[config.mk]
export PLATFORM = sky130hd
export DESIGN_NAME = rca32_multiword_add_seq_flat
export DESIGN_NICKNAME = d
export VERILOG_FILES = /design/src/rtl/rca32_multiword_add_seq_pkg.sv /design/src/rtl/rca32_multiword_add_seq_if.sv /design/src/rtl/xnor_based_ripple_carry_adder32.sv /design/src/rtl/rca32_multiword_add_seq.sv /design/src/flat_wrapper.sv
export SDC_FILE = /design/constraint.sdc
export NUM_CORES = 1
export LEC_CHECK = 0
export ABC_CLOCK_PERIOD_IN_PS = 20000
export CAP_MARGIN = 15
export CORE_MARGIN = 2
export CORE_UTILIZATION = 52
export CTS_BUF_LIST = sky130_fd_sc_hd__clkbuf_4 sky130_fd_sc_hd__clkbuf_8 sky130_fd_sc_hd__clkbuf_16
export CTS_CLUSTER_SIZE = 28
export DETAILED_ROUTE_END_ITERATION = 8
export PLACE_DENSITY_LB_ADDON = 0.3
export SLEW_MARGIN = 0
export SYNTH_ARGS = -nofsm -noshare
export SYNTH_HDL_FRONTEND = slang
export SYNTH_SLANG_ARGS = --single-unit
[constraint.sdc]
create_clock -name clk -period 20 [get_ports clk]
set_input_delay 6 -clock clk [delete_from_list [all_inputs] [get_ports clk]]
set_output_delay 6 -clock clk [all_outputs]
set_load 0.02 [all_outputs]
[src/rtl/rca32_multiword_add_seq_pkg.sv]
`default_nettype none
// ============================================================================
// Module      : rca_seq_pkg
// Description : Shared types and constants for the multi-word add sequencer.
//               Provides the FSM state enum, the word width, and a helper
//               function that predicts transaction latency from operands.
// Revision    : 1.0 - initial release
// ============================================================================
package rca_seq_pkg;

  localparam int WORD_W    = 32;
  // Upper bound on operand words accepted by cycle_count().
  localparam int MAX_WORDS = 16;

  typedef enum logic [1:0] {
    IDLE = 2'd0,
    ADD  = 2'd1,
    INC  = 2'd2,
    DONE = 2'd3
  } seq_state_e;

  // Cycles from the accept edge to out_valid: one ADD pass per word plus one
  // INC pass for every word entered with an incoming carry.
  function automatic int unsigned cycle_count(
    input logic [MAX_WORDS*WORD_W-1:0] a,
    input logic [MAX_WORDS*WORD_W-1:0] b,
    input int unsigned                 words
  );
    logic          carry;
    logic [WORD_W:0] s;
    int unsigned   k;
    carry = 1'b0;
    k     = 0;
    for (int i = 0; i < int'(words); i++) begin
      if (carry) k++;
      s = {1'b0, a[i*WORD_W +: WORD_W]} + {1'b0, b[i*WORD_W +: WORD_W]}
        + {{WORD_W{1'b0}}, carry};
      carry = s[WORD_W];
    end
    return words + k;
  endfunction

endpackage
`default_nettype wire

[src/rtl/rca32_multiword_add_seq_if.sv]
`default_nettype none
// ============================================================================
// Module      : rca32_multiword_add_seq_if
// Description : Handshake/bus bundle of the multi-word add sequencer.
//               Ports: in_valid_i/in_ready_o/op_a_i/op_b_i (operand channel),
//               out_valid_o/out_ready_i/sum_o (result channel), busy_o.
//               master = producer/consumer side, slave = sequencer side.
// Revision    : 1.0 - initial release
// ============================================================================
interface rca32_multiword_add_seq_if
  import rca_seq_pkg::*;
#(
  parameter int WORDS = 4
);

  logic                    in_valid_i;
  logic                    in_ready_o;
  logic [WORDS*WORD_W-1:0] op_a_i;
  logic [WORDS*WORD_W-1:0] op_b_i;
  logic                    out_valid_o;
  logic                    out_ready_i;
  logic [WORDS*WORD_W:0]   sum_o;
  logic                    busy_o;

  modport master (
    output in_valid_i, op_a_i, op_b_i, out_ready_i,
    input  in_ready_o, out_valid_o, sum_o, busy_o
  );

  modport slave (
    input  in_valid_i, op_a_i, op_b_i, out_ready_i,
    output in_ready_o, out_valid_o, sum_o, busy_o
  );

endinterface
`default_nettype wire

[src/rtl/xnor_based_ripple_carry_adder32.sv]
`default_nettype none
// ============================================================================
// Module      : xnor_based_ripple_carry_adder32
// Description : 32-bit ripple-carry adder, no carry-in, 33-bit result.
//               Sum bits are built from two cascaded XNOR stages.
//               Ports: add1_i[31:0], add2_i[31:0] -> result_o[32:0].
// Revision    : 1.0 - initial release
// ============================================================================
module xnor_based_ripple_carry_adder32 (
  input  wire logic [31:0] add1_i,
  input  wire logic [31:0] add2_i,
  output logic      [32:0] result_o
);

  logic [32:0] w_c;

  assign w_c[0] = 1'b0;

  generate
    for (genvar i = 0; i < 32; i++) begin : g_bit
      logic w_x;
      // xnor(xnor(a,b),c) == a^b^c
      assign w_x         = ~(add1_i[i] ^ add2_i[i]);
      assign result_o[i] = ~(w_x ^ w_c[i]);
      assign w_c[i+1]    = (add1_i[i] & add2_i[i]) | (w_c[i] & ~w_x);
    end
  endgenerate

  assign result_o[32] = w_c[32];

endmodule
`default_nettype wire

[src/rtl/rca32_multiword_add_seq.sv]
`default_nettype none
// ============================================================================
// Module      : rca32_multiword_add_seq
// Description : WORDS x 32-bit unsigned adder that time-multiplexes a single
//               32-bit ripple-carry adder, LSB word first. An incoming carry
//               is added in a separate INC pass (partial + 1).
//               Ports: clk, rst (async, active-high), bus (slave modport:
//               operand valid/ready, result valid/ready, sum_o, busy_o).
// Revision    : 1.0 - initial release
// ============================================================================
module rca32_multiword_add_seq
  import rca_seq_pkg::*;
#(
  parameter int WORDS = 4,
  parameter int CNT_W = $clog2(WORDS) + 1
) (
  input wire logic               clk,
  input wire logic               rst,
  rca32_multiword_add_seq_if.slave bus
);

  seq_state_e              state_q, state_d;
  logic [CNT_W-1:0]        idx_q;
  logic                    carry_q, carry_d;
  logic                    c1_q;
  logic [WORD_W-1:0]       partial_q;
  logic [WORDS*WORD_W-1:0] a_q, b_q;
  logic [WORDS*WORD_W:0]   sum_q;

  logic                    w_accept;
  logic                    w_last;
  logic                    w_wr_en;
  logic                    w_adv;
  logic [WORD_W-1:0]       w_add1, w_add2;
  logic [WORD_W:0]         w_res;

  assign w_accept = (state_q == IDLE) && bus.in_valid_i;
  assign w_last   = (idx_q == CNT_W'(WORDS - 1));

  // Adder operands come only from registers, so no loop closes through it.
  assign w_add1 = (state_q == INC) ? partial_q : a_q[WORD_W*int'(idx_q) +: WORD_W];
  assign w_add2 = (state_q == INC) ? WORD_W'(1) : b_q[WORD_W*int'(idx_q) +: WORD_W];

  xnor_based_ripple_carry_adder32 u_adder (
    .add1_i   (w_add1),
    .add2_i   (w_add2),
    .result_o (w_res)
  );

  // --------------------------------------------------------------------------
  // Next-state / control
  // --------------------------------------------------------------------------
  always_comb begin
    state_d = state_q;
    carry_d = carry_q;
    w_wr_en = 1'b0;
    w_adv   = 1'b0;
    case (state_q)
      IDLE: begin
        if (w_accept) begin
          state_d = ADD;
          carry_d = 1'b0;
        end
      end
      ADD: begin
        if (!carry_q) begin
          w_wr_en = 1'b1;
          carry_d = w_res[WORD_W];
          w_adv   = 1'b1;
        end else begin
          state_d = INC;
        end
      end
      INC: begin
        // partial+1 only carries when partial is all-ones, which rules out c1.
        w_wr_en = 1'b1;
        carry_d = c1_q | w_res[WORD_W];
        w_adv   = 1'b1;
      end
      DONE: begin
        if (bus.out_ready_i) state_d = IDLE;
      end
      default: state_d = IDLE;
    endcase
    if (w_adv) state_d = w_last ? DONE : ADD;
  end

  always_ff @(posedge clk or posedge rst) begin
    if (rst) state_q <= IDLE;
    else     state_q <= state_d;
  end

  // --------------------------------------------------------------------------
  // Datapath registers
  // --------------------------------------------------------------------------
  always_ff @(posedge clk or posedge rst) begin
    if (rst) begin
      idx_q     <= '0;
      carry_q   <= 1'b0;
      c1_q      <= 1'b0;
      partial_q <= '0;
      a_q       <= '0;
      b_q       <= '0;
      sum_q     <= '0;
    end else begin
      carry_q <= carry_d;
      if (w_accept) begin
        a_q   <= bus.op_a_i;
        b_q   <= bus.op_b_i;
        sum_q <= '0;
        idx_q <= '0;
      end
      if (state_q == ADD && carry_q) begin
        partial_q <= w_res[WORD_W-1:0];
        c1_q      <= w_res[WORD_W];
      end
      if (w_wr_en) sum_q[WORD_W*int'(idx_q) +: WORD_W] <= w_res[WORD_W-1:0];
      if (w_adv) begin
        if (w_last) sum_q[WORDS*WORD_W] <= carry_d;
        else        idx_q <= idx_q + CNT_W'(1);
      end
    end
  end

  assign bus.in_ready_o  = (state_q == IDLE);
  assign bus.out_valid_o = (state_q == DONE);
  assign bus.busy_o      = (state_q == ADD) || (state_q == INC);
  assign bus.sum_o       = sum_q;

endmodule
`default_nettype wire
[src/flat_wrapper.sv]
// flat-port wrapper written by rule: the top's interface ports become plain ports
module rca32_multiword_add_seq_flat import rca_seq_pkg::*;
#(
  parameter int WORDS = 4,
  parameter int CNT_W = $clog2(WORDS) + 1
)
  (clk, rst, bus_in_valid_i, bus_op_a_i, bus_op_b_i, bus_out_ready_i, bus_in_ready_o, bus_out_valid_o, bus_sum_o, bus_busy_o);
  rca32_multiword_add_seq_if #(.WORDS(WORDS)) bus_i ();
  input wire logic clk;
  input wire logic rst;
  input wire logic [$bits(bus_i.in_valid_i)-1:0] bus_in_valid_i;
  input wire logic [$bits(bus_i.op_a_i)-1:0] bus_op_a_i;
  input wire logic [$bits(bus_i.op_b_i)-1:0] bus_op_b_i;
  input wire logic [$bits(bus_i.out_ready_i)-1:0] bus_out_ready_i;
  output wire logic [$bits(bus_i.in_ready_o)-1:0] bus_in_ready_o;
  output wire logic [$bits(bus_i.out_valid_o)-1:0] bus_out_valid_o;
  output wire logic [$bits(bus_i.sum_o)-1:0] bus_sum_o;
  output wire logic [$bits(bus_i.busy_o)-1:0] bus_busy_o;
  assign bus_i.in_valid_i = bus_in_valid_i;
  assign bus_i.op_a_i = bus_op_a_i;
  assign bus_i.op_b_i = bus_op_b_i;
  assign bus_i.out_ready_i = bus_out_ready_i;
  assign bus_in_ready_o = bus_i.in_ready_o;
  assign bus_out_valid_o = bus_i.out_valid_o;
  assign bus_sum_o = bus_i.sum_o;
  assign bus_busy_o = bus_i.busy_o;
  rca32_multiword_add_seq #(.WORDS(WORDS), .CNT_W(CNT_W)) u_core (.clk(clk), .rst(rst), .bus(bus_i));
endmodule
# Yosys cells after proc, flatten, opt, wreduce, memory -nomap -nowiden
# Cells that the tools add are included.
# totals
register_bits	424
in_bits	260
output_inout_bits	132
elab_cells	268
# classes
addsub	2
n_eq_ne	7
n_shift	4
mux	21
bitwise	220
reduce_logical	6
# op_table
op	count
2-to-1 mux 129 bit	2
indexed part select 128 x 9 -> 32 bit	2
bitwise mux 129 bit	1
variable shift 32 x 33 -> 129 bit, first input constant	1
indexed part select 32 x 33 -> 129 bit	1
2-to-1 mux 32 bit	2
AND 1 bit	63
XOR 1 bit	63
inverter 1 bit	62
negator 8 -> 33 bit	1
bitwise OR 1 bit	32
2-to-1 mux 2 bit	5
2-to-1 mux 3 bit	3
!= test 3 x 1 -> 1 bit, second input constant	2
case mux 2 bit (3 select lines)	1
2-to-1 mux 1 bit	5
equality test 2 bit, second input constant	2
AND reduction 4 bit	1
nonzero test 4 bit	1
adder 3 x 1 -> 3 bit, second input constant	1
equality test 3 x 2 -> 1 bit, second input constant	1
!= test 3 x 2 -> 1 bit, second input constant	1
case mux 1 bit (3 select lines)	1
equality test 2 x 1 -> 1 bit, second input constant	1
other kinds (4)	5

# Depth between registers and ports, before layout
# logic_depth
ltp_word	70
depth_mapped	47
ltp_nobuf	45

# Hierarchy
# A second synthesis with hierarchy kept.
# unflattened
hier_cells	1847
area_unflattened_um2	18891.9
# modules_own_cells
module	instances	cells_per_inst	area_per_inst_um2	seq_area_each_um2
rca32_multiword_add_seq	1	1805	18221.2	10610.2
xnor_based_ripple_carry_adder32	1	42	670.6	0.0

# Worst setup path after synthesis
# Ideal clock, no wire load.
# synth_timing
path_type	register to register
startpoint	reg u_core.idx_q[0]
endpoint	reg u_core.sum_q[128], in the netlist u_core.bus.sum_o[128]
setup_ps	126
t_arrival_ps	15090
t_required_ps	19874
path_slack_ps	4783
stages_incl_launch_ff	48
n_path_buf	3
period_less_slack_ps	15217
cell_sequence	dfrtp_1 -> buf_2 -> buf_6 -> buf_2 -> mux4_2 -> nand2_1 -> nand2_1 -> ha_1 -> fa_1 -> fa_1 -> fa_1 -> fa_1 -> fa_1 -> fa_1 -> fa_1 -> fa_1 -> fa_1 -> fa_1 -> (+12 left out) -> inv_1 -> fa_1 -> inv_1 -> fa_1 -> fa_1 -> inv_1 -> fa_1 -> inv_1 -> fa_1 -> fa_1 -> inv_1 -> fa_1 -> fa_1 -> inv_1 -> fa_1 -> a211oi_1 -> o31ai_1 -> o32a_1
# synth_via
word_cells_on_any_way	234
classes_between	add/sub: 1; eq/ne: 1; shift: 4; mux: 8; bitwise: 220
# synth_rtl
element	line	rtl
from (decl)	rca32_multiword_add_seq.sv:23	logic [CNT_W-1:0] idx_q;
from (signal assigned)	rca32_multiword_add_seq.sv:120	else idx_q <= idx_q + CNT_W'(1);
indexed part select 128 x 9 -> 32 bit (on tied branches)	rca32_multiword_add_seq.sv:41, rca32_multiword_add_seq.sv:42	
2-to-1 mux 32 bit (on tied branches)	rca32_multiword_add_seq.sv:41, rca32_multiword_add_seq.sv:42	
AND 1 bit / XOR 1 bit (equally long branches)	xnor_based_ripple_carry_adder32.sv:25, xnor_based_ripple_carry_adder32.sv:23	
AND 1 bit	xnor_based_ripple_carry_adder32.sv:25	assign w_c[i+1] = (add1_i[i] & add2_i[i]) | (w_c[i] & ~w_x);
bitwise OR 1 bit	xnor_based_ripple_carry_adder32.sv:25	
AND 1 bit	xnor_based_ripple_carry_adder32.sv:25	
bitwise OR 1 bit	xnor_based_ripple_carry_adder32.sv:25	
AND 1 bit	xnor_based_ripple_carry_adder32.sv:25	
(+55 left out)	-	
AND 1 bit	xnor_based_ripple_carry_adder32.sv:25	
bitwise OR 1 bit *	xnor_based_ripple_carry_adder32.sv:25	
net u_core.u_adder.result_o[32]	xnor_based_ripple_carry_adder32.sv:12	output logic [32:0] result_o
bitwise OR 1 bit / 2-to-1 mux 1 bit (equally long branches)	rca32_multiword_add_seq.sv:77, rca32_multiword_add_seq.sv:66	
case mux 1 bit (3 select lines) *	rca32_multiword_add_seq.sv:58	case (state_q)
net u_core.carry_d	rca32_multiword_add_seq.sv:24	logic carry_q, carry_d;
2-to-1 mux 1 bit *	rca32_multiword_add_seq.sv:119	if (w_last) sum_q[WORDS*WORD_W] <= carry_d;
2-to-1 mux 1 bit *	rca32_multiword_add_seq.sv:118	if (w_adv) begin
to (signal, indexed assignment)	rca32_multiword_add_seq.sv:117	if (w_wr_en) sum_q[WORD_W*int'(idx_q) +: WORD_W] <= w_res[WORD_W-1:0];
to (signal, indexed assignment)	rca32_multiword_add_seq.sv:119	
to (decl)	rca32_multiword_add_seq.sv:28	logic [WORDS*WORD_W:0] sum_q;
# Mark *: on every way through the listed nets, which the timed path passes. The rest lies on a longest branch.
# A chain may end at the register's enable or synchronous reset.

# Worst setup path in the final report
# Same ends and word-level chain as after synthesis.

==> impl_metrics.json <==
{
  "ctsHoldBuffers": 0,
  "die_w_um": 195,
  "cp_common_cell": "fa_1",
  "grt_antenna_before_repair": 15,
  "grt.total_usage": 0.263,
  "finalWorstSetupSlack_ns": 3.99,
  "criticalPathCategory": "reg2reg",
  "cts_resized": 0,
  "numPortBuffers": 391,
  "mostFrequentLayoutCell": "dfrtp_1",
  "h-tree-depth": 2,
  "min_from": "u_core.partial_q[1]",
  "path_delay_family": "adder cells",
  "grt_pass1_wl_mm": 77.1,
  "synth.area.top_cells": "dfrtp_1 56%, mux2_2 15%, mux4_2 7.6%, nand2_1 5.0%, fa_1 3.3%",
  "root_buffer": "clkbuf_16",
  "synthesis.area_um2": 19000,
  "leakage_uw": 0.0105,
  "antenna_left": 0,
  "drtPass1Iterations": 5,
  "synth_top_area_frac": 0.558,
  "clk_path_buf_depth": 3,
  "fin_area_um2": 24700,
  "layout_common_cells": "422 x dfrtp_1, 391 x clkdlybuf4s50_1, 259 x mux2_2",
  "fin_util": 0.681,
  "vias": 12600,
  "start_kind": "register",
  "hold_viol_final": 0,
  "via_per_inst": 5.52,
  "grt-ovfl-total": 0,
  "coreArea_um2": 36300,
  "dp_cells": 2208,
  "syn_area_per_cell_um2": 13.3,
  "end_kind": "register",
  "rsz0062_at_grt": "no",
  "wirelength_mm": 49.4,
  "yosysTopAreaCell": "dfrtp_1",
  "relSlewSlack": 0.249,
  "fmax_ghz": 0.0625,
  "ys_types": 41,
  "numCtsBuffers": 44,
  "place_ws_ns": 3.88,
  "synth-seq-cells": 424,
  "drt_drc_violations_left": 0,
  "fin_cells": 2291,
  "tightestPinTransition_ns": 1.13,
  "cp.arrival_ns": 16.44,
  "r2r-start": "u_core.idx_q[0]",
  "critPathMaxStageDelay_ns": 0.88,
  "cts_tree": "yes",
  "ios": 392,
  "cts_sinks": 424,
  "finalMaxSlewViolations": 0,
  "nNetsFinal": 2086,
  "cts_setup_buffers": 0,
  "grt_max_degree": 215,
  "netlist_instances": 1432,
  "drive_gt1_frac": 0.233,
  "p_per_area_nw_per_um2": 199,
  "cts.clk_slew.worst_paths_ns": 0.06,
  "skew_ns": 0.0193,
  "status": "finished, final reports clean",
  "ys_seq_area_frac": 0.558,
  "required_ns": 20.42,
  "path_buf_inv": 6,
  "crit_path_start": "u_core.idx_q[0]",
  "place.gp.congestion": 0.842,
  "finalCriticalPeriod_ns": 16.01,
  "dp_hpwl_mm": 35.4,
  "hold_path.class": "reg2reg",
  "syn_to_final_growth_pct": 30.1,
  "die_y_um": 195,
  "drv_cap": 0,
  "grt_pass1_vias": 13300,
  "place_area_um2": 23200,
  "die_area_um2": 38100,
  "setup_violations": 0,
  "wl_per_cell_um": 21.6,
  "final.period_utilization": 0.801,
  "insertion_delay_ns": 0.55,
  "cpMaxStageDelayCell": "dfrtp_4",
  "peakVddDrop_mv": 0.119,
  "yosysWarnings": 0,
  "setup_tns_ns": 0,
  "synth_fp_nets": 1731,
  "path_max_fanout": 38,
  "rows": 70,
  "drt-initial-drc-count": 728,
  "start_util": 0.523
}
## path summary, 6_finish.rpt
| check | cells past startpoint | slack, ns | to |
|---|---|---|---|
| setup / recovery | 43 | 3.99 | u_core.bus.sum_o[128] |
| min in group asynchronous | 2 | 5.95 | u_core.bus.sum_o[107] |
| hold / removal | 2 | 0.48 | u_core.partial_q[1] |
| hold reg to reg | 2 | 0.48 | u_core.partial_q[1] |
| max in group asynchronous | 4 | 11.72 | u_core.b_q[12] |
| setup reg to reg | 43 | 3.99 | u_core.bus.sum_o[128] |
## layout make-up
class | instances | area [um2]
timing repair buffer | 404 | 4060
clock buffer | 57 | 1280
fill | 2585 | 11600
clock inverter | 16 | 195
antenna | 9 | 22.5
sequential | 424 | 10600
tap | 468 | 586
multi-input combinational | 872 | 7820
inverter | 41 | 161
## cells in the mapped netlist, drive strengths merged
| master | count |
|---|---|
| o311ai | 1 |
| o32a | 1 |
| a31o | 1 |
| a22oi | 4 |
| nand2 | 255 |
| ha | 8 |
| nand3 | 1 |
| a211oi | 3 |
| mux2i | 46 |
| clkbuf | 47 |
| nor3 | 1 |
| a41o | 1 |
| and4 | 1 |
| inv | 41 |
| o2111a | 1 |
| and3 | 1 |
| o31ai | 1 |
| nor4 | 1 |
| o21ai | 118 |
| fa | 31 |
| a21o | 1 |
| a31oi | 1 |
| dfrtp | 424 |
| buf | 48 |
| nor2 | 3 |
| nand2b | 5 |
| mux4 | 64 |
| a2111oi | 2 |
| mux2 | 259 |
| a21oi | 2 |
| nor2b | 3 |
| nor4b | 1 |
| a22o | 28 |
| and2 | 27 |
## per-stage QoR
stage                     hold slack, ns  total power (uW)
after floorplan                    0.450              3120
after global placement             0.467              3990
after detailed placement           0.473              4090
after CTS                          0.485              4940
after global routing               0.508              5240
final                              0.483              4930
## registers in the layout (all words and copies together), names as in the netlist
register          cells
u_core.b_q          128
u_core.carry_q        1
u_core.idx_q          3
u_core.state_q        2
u_core.bus.sum_o    129
u_core.c1_q           1
u_core.a_q          128
u_core.partial_q     32
## cell families after synthesis
logic type,Yosys count,synth area share
AOI/OAI and AO/OA,165,0.0540
muxes,369,0.253
DFF,424,0.558
adders and majority gates,39,0.0379
buffers and inverters,136,0.0315
and+or+nand+nor,299,0.0650
## where the power goes
part           switching, uW  total (uW)  internal [uW]  leakage (uW)
combinational           1390        2570           1180       0.00443
clock                    336         835            500      0.000742
sequential               255        1530           1270       0.00530
## metal layers
| metal | up-vias | wire (um) | GRT usage |
|---|---|---|---|
| li1 | 5700 | - | - |
| met1 | 6377 | 21700 | 0.382 |
| met2 | 454 | 22300 | 0.392 |
| met3 | 94 | 4120 | 0.0720 |
| met4 | 14 | 1290 | 0.0755 |
| met5 | - | 97 | 0 |
## tightest hold or removal path: stages, from the launching register on
cell and delay [ns]:
dfrtp_1 0.34, nand2_1 0.04, o21ai_0 0.06
Power figures use the tool's default switching activity.
